==> config.mk <==
export PLATFORM = sky130hd
export DESIGN_NAME = scoreboard_hazard_unit_flat
export DESIGN_NICKNAME = d
export VERILOG_FILES = /design/src/rtl/hazard_pkg.sv /design/src/rtl/scoreboard_hazard_unit_if.sv /design/src/rtl/scoreboard_hazard_unit_sb_pending_table.sv /design/src/rtl/scoreboard_hazard_unit.sv /design/src/flat_wrapper.sv
export SDC_FILE = /design/constraint.sdc
export NUM_CORES = 1
export LEC_CHECK = 0
export ABC_AREA = 1
export ABC_CLOCK_PERIOD_IN_PS = 3120
export CORE_MARGIN = 2
export CORE_UTILIZATION = 34
export CTS_BUF_LIST = sky130_fd_sc_hd__clkbuf_4
export CTS_CLUSTER_SIZE = 16
export DETAILED_ROUTE_END_ITERATION = 10
export DONT_BUFFER_PORTS = 1
export HOLD_SLACK_MARGIN = 0.03
export PLACE_DENSITY = 0.57
export SKIP_LAST_GASP = 1
export SLEW_MARGIN = 20
export SYNTH_ARGS = -nofsm -noshare
export SYNTH_HDL_FRONTEND = slang
export SYNTH_SLANG_ARGS = --single-unit
==> constraint.sdc <==
create_clock -name clk -period 3.12 [get_ports clk]
set_input_delay 0.624 -clock clk [delete_from_list [all_inputs] [get_ports clk]]
set_output_delay 0.624 -clock clk [all_outputs]
set_load 0.005 [all_outputs]
==> src/rtl/hazard_pkg.sv <==
// Shared types, default sizes and opcode helpers for the scoreboard hazard unit.
package hazard_pkg;

   typedef enum logic [1:0] {
      NONE = 2'd0,
      RAW  = 2'd1,
      WAW  = 2'd2,
      FULL = 2'd3
   } stall_cause_e;

   localparam int DEF_NUM_REGS  = 32;
   localparam int DEF_RW        = 5;
   localparam int DEF_MAX_OUT   = 4;
   localparam int DEF_BYPASS_WB = 0;
   localparam int DEF_CNT_W     = 16;

   localparam logic [6:0] OPC_LW    = 7'b0000011;
   localparam logic [6:0] OPC_ALU   = 7'b0110011;
   localparam logic [6:0] F7_MULDIV = 7'b0000001;

   // MUL/DIV share the register-register ALU opcode and are told apart by funct7.
   function automatic logic is_long_lat(input logic [6:0] opcode,
                                        input logic [6:0] funct7 = 7'd0);
      return (opcode == OPC_LW) || ((opcode == OPC_ALU) && (funct7 == F7_MULDIV));
   endfunction

endpackage

==> src/rtl/scoreboard_hazard_unit_if.sv <==
// Decode/writeback bus into the hazard unit plus its status outputs.
interface scoreboard_hazard_unit_if
   import hazard_pkg::*;
#(
   parameter int NUM_REGS = DEF_NUM_REGS,
   parameter int RW       = DEF_RW,
   parameter int MAX_OUT  = DEF_MAX_OUT,
   parameter int CNT_W    = DEF_CNT_W
);
   logic                           id_valid;
   logic [RW-1:0]                  id_rs1;
   logic [RW-1:0]                  id_rs2;
   logic                           id_rs1_used;
   logic                           id_rs2_used;
   logic [RW-1:0]                  id_rd;
   logic                           id_rd_we;
   logic                           id_long_lat;
   logic                           flush;
   logic                           wb_valid;
   logic [RW-1:0]                  wb_rd;
   logic                           stall;
   stall_cause_e                   stall_cause;
   logic [NUM_REGS-1:0]            pending_mask;
   logic [$clog2(MAX_OUT+1)-1:0]   outstanding;
   logic [CNT_W-1:0]               stall_cycles;
   logic                           protocol_err;

   modport master (
      output id_valid, id_rs1, id_rs2, id_rs1_used, id_rs2_used, id_rd, id_rd_we,
             id_long_lat, flush, wb_valid, wb_rd,
      input  stall, stall_cause, pending_mask, outstanding, stall_cycles, protocol_err
   );

   modport slave (
      input  id_valid, id_rs1, id_rs2, id_rs1_used, id_rs2_used, id_rd, id_rd_we,
             id_long_lat, flush, wb_valid, wb_rd,
      output stall, stall_cause, pending_mask, outstanding, stall_cycles, protocol_err
   );
endinterface

==> src/rtl/scoreboard_hazard_unit_sb_pending_table.sv <==
// Pending-destination bitmap, in-flight counter and sticky writeback protocol error.
module sb_pending_table
   import hazard_pkg::*;
#(
   parameter int NUM_REGS = DEF_NUM_REGS,
   parameter int RW       = DEF_RW,
   parameter int MAX_OUT  = DEF_MAX_OUT
) (
   input  logic                         clk,
   input  logic                         reset,
   input  logic                         issue,
   input  logic [RW-1:0]                issue_rd,
   input  logic                         wb_valid,
   input  logic [RW-1:0]                wb_rd,
   output logic [NUM_REGS-1:0]          pending,
   output logic [$clog2(MAX_OUT+1)-1:0] outstanding,
   output logic                         protocol_err
);
   localparam int OW = $clog2(MAX_OUT + 1);

   logic                wb_hit;
   logic [NUM_REGS-1:0] clr_mask;
   logic [NUM_REGS-1:0] set_mask;

   assign wb_hit   = wb_valid && (wb_rd != '0) && pending[wb_rd];
   assign clr_mask = wb_hit ? (NUM_REGS'(1) << wb_rd) : '0;
   assign set_mask = issue ? (NUM_REGS'(1) << issue_rd) : '0;

   // Set is applied after clear so a same-index clear+set leaves the bit pending.
   always_ff @(posedge clk or posedge reset) begin
      if (reset) begin
         pending      <= '0;
         outstanding  <= '0;
         protocol_err <= 1'b0;
      end else begin
         pending <= (pending & ~clr_mask) | set_mask;
         if (issue && !wb_hit)
            outstanding <= outstanding + OW'(1);
         else if (!issue && wb_hit)
            outstanding <= outstanding - OW'(1);
         if (wb_valid && !wb_hit)
            protocol_err <= 1'b1;
      end
   end
endmodule

==> src/rtl/scoreboard_hazard_unit.sv <==
// ID-stage hazard detection against a scoreboard of in-flight long-latency destinations.
module scoreboard_hazard_unit
   import hazard_pkg::*;
#(
   parameter int NUM_REGS  = DEF_NUM_REGS,
   parameter int RW        = DEF_RW,
   parameter int MAX_OUT   = DEF_MAX_OUT,
   parameter int BYPASS_WB = DEF_BYPASS_WB,
   parameter int CNT_W     = DEF_CNT_W
) (
   input logic                     clk,
   input logic                     reset,
   scoreboard_hazard_unit_if.slave bus
);
   localparam int OW = $clog2(MAX_OUT + 1);

   logic [NUM_REGS-1:0] eff;
   logic                active;
   logic                raw_hz;
   logic                waw_hz;
   logic                full_hz;
   logic                bypass_hit;
   logic                issue;
   logic [OW-1:0]       busy;

   // A same-cycle writeback only counts as resolved when bypassing is enabled.
   always_comb begin
      eff = bus.pending_mask;
      if ((BYPASS_WB != 0) && bus.wb_valid)
         eff[bus.wb_rd] = 1'b0;
   end

   assign active     = bus.id_valid && !bus.flush;
   assign bypass_hit = (BYPASS_WB != 0) && bus.wb_valid && bus.pending_mask[bus.wb_rd];
   assign busy       = bus.outstanding - OW'(bypass_hit);

   assign raw_hz  = active && ((bus.id_rs1_used && (bus.id_rs1 != '0) && eff[bus.id_rs1]) ||
                               (bus.id_rs2_used && (bus.id_rs2 != '0) && eff[bus.id_rs2]));
   assign waw_hz  = active && bus.id_rd_we && (bus.id_rd != '0) && eff[bus.id_rd];
   assign full_hz = active && bus.id_long_lat && bus.id_rd_we && (busy == OW'(MAX_OUT));

   always_comb begin
      bus.stall_cause = NONE;
      if (raw_hz)
         bus.stall_cause = RAW;
      else if (waw_hz)
         bus.stall_cause = WAW;
      else if (full_hz)
         bus.stall_cause = FULL;
   end

   assign bus.stall = raw_hz || waw_hz || full_hz;
   assign issue     = active && !bus.stall && bus.id_long_lat && bus.id_rd_we && (bus.id_rd != '0);

   sb_pending_table #(
      .NUM_REGS (NUM_REGS),
      .RW       (RW),
      .MAX_OUT  (MAX_OUT)
   ) u_table (
      .clk          (clk),
      .reset        (reset),
      .issue        (issue),
      .issue_rd     (bus.id_rd),
      .wb_valid     (bus.wb_valid),
      .wb_rd        (bus.wb_rd),
      .pending      (bus.pending_mask),
      .outstanding  (bus.outstanding),
      .protocol_err (bus.protocol_err)
   );

   always_ff @(posedge clk or posedge reset) begin
      if (reset)
         bus.stall_cycles <= '0;
      else if (bus.stall && (bus.stall_cycles != '1))
         bus.stall_cycles <= bus.stall_cycles + CNT_W'(1);
   end
endmodule
==> src/flat_wrapper.sv <==
// flat-port wrapper written by rule: the top's interface ports become plain ports
module scoreboard_hazard_unit_flat import hazard_pkg::*;
#(
   parameter int NUM_REGS  = DEF_NUM_REGS,
   parameter int RW        = DEF_RW,
   parameter int MAX_OUT   = DEF_MAX_OUT,
   parameter int BYPASS_WB = DEF_BYPASS_WB,
   parameter int CNT_W     = DEF_CNT_W
)
  (clk, reset, bus_id_valid, bus_id_rs1, bus_id_rs2, bus_id_rs1_used, bus_id_rs2_used, bus_id_rd, bus_id_rd_we, bus_id_long_lat, bus_flush, bus_wb_valid, bus_wb_rd, bus_stall, bus_stall_cause, bus_pending_mask, bus_outstanding, bus_stall_cycles, bus_protocol_err);
  scoreboard_hazard_unit_if #(.NUM_REGS(NUM_REGS), .RW(RW), .MAX_OUT(MAX_OUT), .CNT_W(CNT_W)) bus_i ();
  input logic clk;
  input logic reset;
  input wire logic [$bits(bus_i.id_valid)-1:0] bus_id_valid;
  input wire logic [$bits(bus_i.id_rs1)-1:0] bus_id_rs1;
  input wire logic [$bits(bus_i.id_rs2)-1:0] bus_id_rs2;
  input wire logic [$bits(bus_i.id_rs1_used)-1:0] bus_id_rs1_used;
  input wire logic [$bits(bus_i.id_rs2_used)-1:0] bus_id_rs2_used;
  input wire logic [$bits(bus_i.id_rd)-1:0] bus_id_rd;
  input wire logic [$bits(bus_i.id_rd_we)-1:0] bus_id_rd_we;
  input wire logic [$bits(bus_i.id_long_lat)-1:0] bus_id_long_lat;
  input wire logic [$bits(bus_i.flush)-1:0] bus_flush;
  input wire logic [$bits(bus_i.wb_valid)-1:0] bus_wb_valid;
  input wire logic [$bits(bus_i.wb_rd)-1:0] bus_wb_rd;
  output wire logic [$bits(bus_i.stall)-1:0] bus_stall;
  output wire logic [$bits(bus_i.stall_cause)-1:0] bus_stall_cause;
  output wire logic [$bits(bus_i.pending_mask)-1:0] bus_pending_mask;
  output wire logic [$bits(bus_i.outstanding)-1:0] bus_outstanding;
  output wire logic [$bits(bus_i.stall_cycles)-1:0] bus_stall_cycles;
  output wire logic [$bits(bus_i.protocol_err)-1:0] bus_protocol_err;
  assign bus_i.id_valid = bus_id_valid;
  assign bus_i.id_rs1 = bus_id_rs1;
  assign bus_i.id_rs2 = bus_id_rs2;
  assign bus_i.id_rs1_used = bus_id_rs1_used;
  assign bus_i.id_rs2_used = bus_id_rs2_used;
  assign bus_i.id_rd = bus_id_rd;
  assign bus_i.id_rd_we = bus_id_rd_we;
  assign bus_i.id_long_lat = bus_id_long_lat;
  assign bus_i.flush = bus_flush;
  assign bus_i.wb_valid = bus_wb_valid;
  assign bus_i.wb_rd = bus_wb_rd;
  assign bus_stall = bus_i.stall;
  assign bus_stall_cause = bus_i.stall_cause;
  assign bus_pending_mask = bus_i.pending_mask;
  assign bus_outstanding = bus_i.outstanding;
  assign bus_stall_cycles = bus_i.stall_cycles;
  assign bus_protocol_err = bus_i.protocol_err;
  scoreboard_hazard_unit #(.NUM_REGS(NUM_REGS), .RW(RW), .MAX_OUT(MAX_OUT), .BYPASS_WB(BYPASS_WB), .CNT_W(CNT_W)) u_core (.clk(clk), .reset(reset), .bus(bus_i));
endmodule
==> flow_metrics.py <==
metrics = {
    "run_status": {
        "status": "finished clean",
    },
    "timing": {
        "min_period_ns": 2.94,
        "slew_headroom": 0.400,
        "slew_viol_final": 0,
        "tightest_slew_ns": 0.899,
        "fin_crit_sh": 0.942,
        "hold_violations": 0,
        "finClkSkew_ns": 0.0169,
        "setup_violations": 0,
        "rsz0062_at_grt": "true",
        "fmax_mhz": 340,
    },
    "grt": {
        "grtUsageMet2": 0.393,
        "track_usage": 0.243,
        "grt_pass1_wl_um": 25300,
        "grtUsageMet3": 0.0669,
        "grt_overflow_total": 0,
        "gr-usage-met1": 0.306,
        "first_global_vias": 4558,
        "top_usage_layer": "met2",
        "grt_max_degree": 40,
        "antenna_found_initial": 0,
    },
    "finish": {
        "seqCellArea_um2": 1310,
        "area_growth_pct": 5.95,
        "drive_gt1_frac": 0.0601,
        "final_cells": 871,
        "diodes": 0,
        "multi_input_area_um2": 2560,
        "num-nets-final": 730,
        "n_fill_cell": 1400,
        "fin_area_um2": 4610,
    },
    "critical_path": {
        "start_kind": "register",
        "critPathArrivalTime_ns": 2.31,
        "crit_fanout": 32,
        "cp_cell_sequence": "nand2_1 > o21ai_0 > nand2_1 > nand3_1 > nand3_1 > nand3_1 > nand3_1 > nand2_1 > inv_2 > buf_4 > a21oi_1",
        "cpMostUsedCell": "nand3_1",
        "required_ns": 2.50,
        "worstSetupPathType": "register to output port",
        "slowest_stage": "dfrtp_1",
        "max_stage_delay_ns": 0.63,
        "crit_path_end_kind": "output port",
    },
    "pwr": {
        "p_per_area_nw_per_um2": 373,
        "p_leak_nw": 2.15,
        "p_clk_frac": 0.246,
        "seq_power_share": 0.529,
        "p_sw_frac": 0.377,
        "p_int_mw": 1.07,
        "p_sw_mw": 0.649,
        "ir_drop_mv": 0.192,
        "comb_power_share": 0.225,
    },
    "drt": {
        "initialDrtViolationCount": 371,
        "avgViaCountPerCell": 5.56,
        "dr.pass1.iters": 6,
        "drc_errors": 0,
        "routed_wl_um": 16500,
        "detail-route-antenna-nets": 0,
        "wire_per_inst_um": 18.9,
        "vias": 4842,
    },
    "clocking": {
        "clock_sinks": 52,
        "cts_tree": "built",
        "clock_path_buffers": 2,
        "cts-root-buf": "clkbuf_4",
        "clkSlewWorstSetupHoldPaths_ns": 0.17,
        "cts_buffers": 5,
        "clock_latency_ns": 0.41,
        "htreeDepth": 2,
    },
    "job": {
        "drv_cap": 0,
    },
    "logic_synthesis": {
        "synth_top_cell_area_share": 0.299,
        "dominantRegCellSynth": "dfrtp_1",
        "yosys_warnings": 0,
        "synth_common_cells": "nand2_1, nand3_1, inv_1",
        "yosysMostFrequentCell": "nand2_1",
        "synth_area_leaders": "dfrtp_1, nand2_1, nand3_1, inv_1, nor2_1",
        "synth_cell_types": 33,
        "netlist_area_um2": 4350,
        "synth_edf_count": 0,
        "synth_fp_nets": 742,
        "yosysTopAreaCell": "dfrtp_1",
        "ys_seq_area_frac": 0.299,
        "ys_ff_latch": 52,
        "avgSynthCellArea_um2": 6.13,
        "netlist_instances": 710,
        "synth-async-reset-ratio": 1.00,
    },
    "place": {
        "hpwlAfterDp_um": 11900,
        "routabilityCongestion": 0.975,
        "dp_cells": 863,
        "portBuffers": 0,
        "place_area_um2": 4520,
    },
    "floorplan": {
        "floorplan.initialDensity": 0.346,
        "core_um2": 12600,
        "die_area_um2": 13700,
        "pin_count": 84,
        "die_w_um": 117,
        "die_h_um": 117,
        "rows": 41,
    },
    "min_path": {
        "hold_path_class": "input port to async pin",
    },
}
-- layout by cell type (no fill, tap or decap), types with 2 or more instances in the layout --
cell | Yosys | layout
o211ai_1 | 6 | 6
clkbuf_4 | 0 | 6
inv_1 | 75 | 74
clkinv_1 | 4 | 4
nand3_1 | 106 | 106
nand4_1 | 38 | 38
buf_4 | 4 | 16
nand2_4 | 3 | 3
dfrtp_1 | 52 | 49
nand2_2 | 2 | 2
dfrtp_2 | 0 | 3
ha_1 | 2 | 2
xnor2_1 | 6 | 6
nor3_1 | 19 | 19
a21oi_1 | 12 | 12
nor2_2 | 2 | 2
inv_2 | 4 | 5
xor2_1 | 10 | 10
nor2_1 | 69 | 69
o21ai_0 | 48 | 48
nand2_1 | 205 | 205
-- metrics by stage --
step / hold slack [ns] / TNS [ns] / setup WS (ns) / util / total power [mW]
final: 0.262 / 0 / 0.181 / 0.367 / 1.72
after global routing: 0.330 / -0.0390 / -0.0390 / 0.367 / 1.84
after CTS: 0.291 / 0 / 0.0813 / 0.366 / 1.73
after detailed placement: 0.496 / 0 / 0.127 / 0.359 / 1.31
after global placement: 0.497 / 0 / 0.176 / 0.359 / 1.30
after floorplan: 0.457 / 0 / 0.0867 / - / 1.17
-- critical path, delay by kind of cell, from the launching register on --
family / cells / cell delay (ns)
simple gates: 7 / 0.67
buf+inv: 2 / 0.29
compound gates: 2 / 0.33
flops: 1 / 0.63
-- path summary, 6_finish.rpt --
check | start | end | slack [ns] | cells past startpoint
setup / recovery | u_core.u_table.pending[31] | bus_stall_cause[1] | 0.18 | 11
hold / removal | reset | u_core.u_table.pending[6] | 0.26 | 1
setup reg to reg | u_core.u_table.pending[6] | u_core.u_table.outstanding[2] | 0.35 | 15
hold reg to reg | u_core.u_table.pending[0] | u_core.u_table.pending[0] | 0.53 | 0
max in group asynchronous | reset | u_core.u_table.pending[7] | 2.21 | 2
min in group clk | bus_wb_valid | u_core.u_table.protocol_err | 0.34 | 2
-- kinds of logic (layout without fill, tap and decap cells) --
kind of cell	Yosys count	count (layout)	synth area share
compound gates	72	72	0.0900
xor+xnor	16	16	0.0322
fa+ha+maj	3	3	0.0104
buf+inv	119	108	0.112
flops	52	52	0.299
mux	1	1	0.00259
simple gates	447	447	0.454
-- cell type report --
type	count	share of cell area
multi-input combinational	539	0.556
sequential	52	0.283
inverter	83	0.0676
tap	172	0.0467
timing repair buffer	17	0.0285
clock buffer	6	0.00977
clock inverter	2	0.00841
-- layer usage --
| metal | vias up | share of wire |
|---|---|---|
| met1 | 2278 | 0.42 |
| met5 | - | 0 |
| met3 | 48 | 0.099 |
| met4 | 0 | 0.039 |
| met2 | 222 | 0.44 |
| li1 | 2294 | - |
-- power by group through the flow --
stage | Sequential [mW] | Combinational [mW] | Clock, mW
2_1_floorplan | 0.852 | 0.321 | 0
3_3_place_gp | 0.919 | 0.376 | 0
3_5_place_dp | 0.921 | 0.384 | 0
4_1_cts | 0.908 | 0.387 | 0.438
5_1_grt | 0.924 | 0.444 | 0.468
6_report | 0.911 | 0.387 | 0.423
-- flip-flops by register name (all words and copies together), names as in the netlist --
| register | count |
|---|---|
| u_core.bus.stall_cycles | 16 |
| u_core.u_table.outstanding | 3 |
| u_core.u_table.pending | 32 |
| u_core.u_table.protocol_err | 1 |
-- timing repair --
item | CTS | global route
hold endpoints to repair | 0 | 0
gates resized for setup | 0 | 4
setup buffers | 0 | 0
setup endpoints to repair | 0 | 2
hold buffers | 0 | 0
Note: power is estimated with default switching activity, not from simulation.
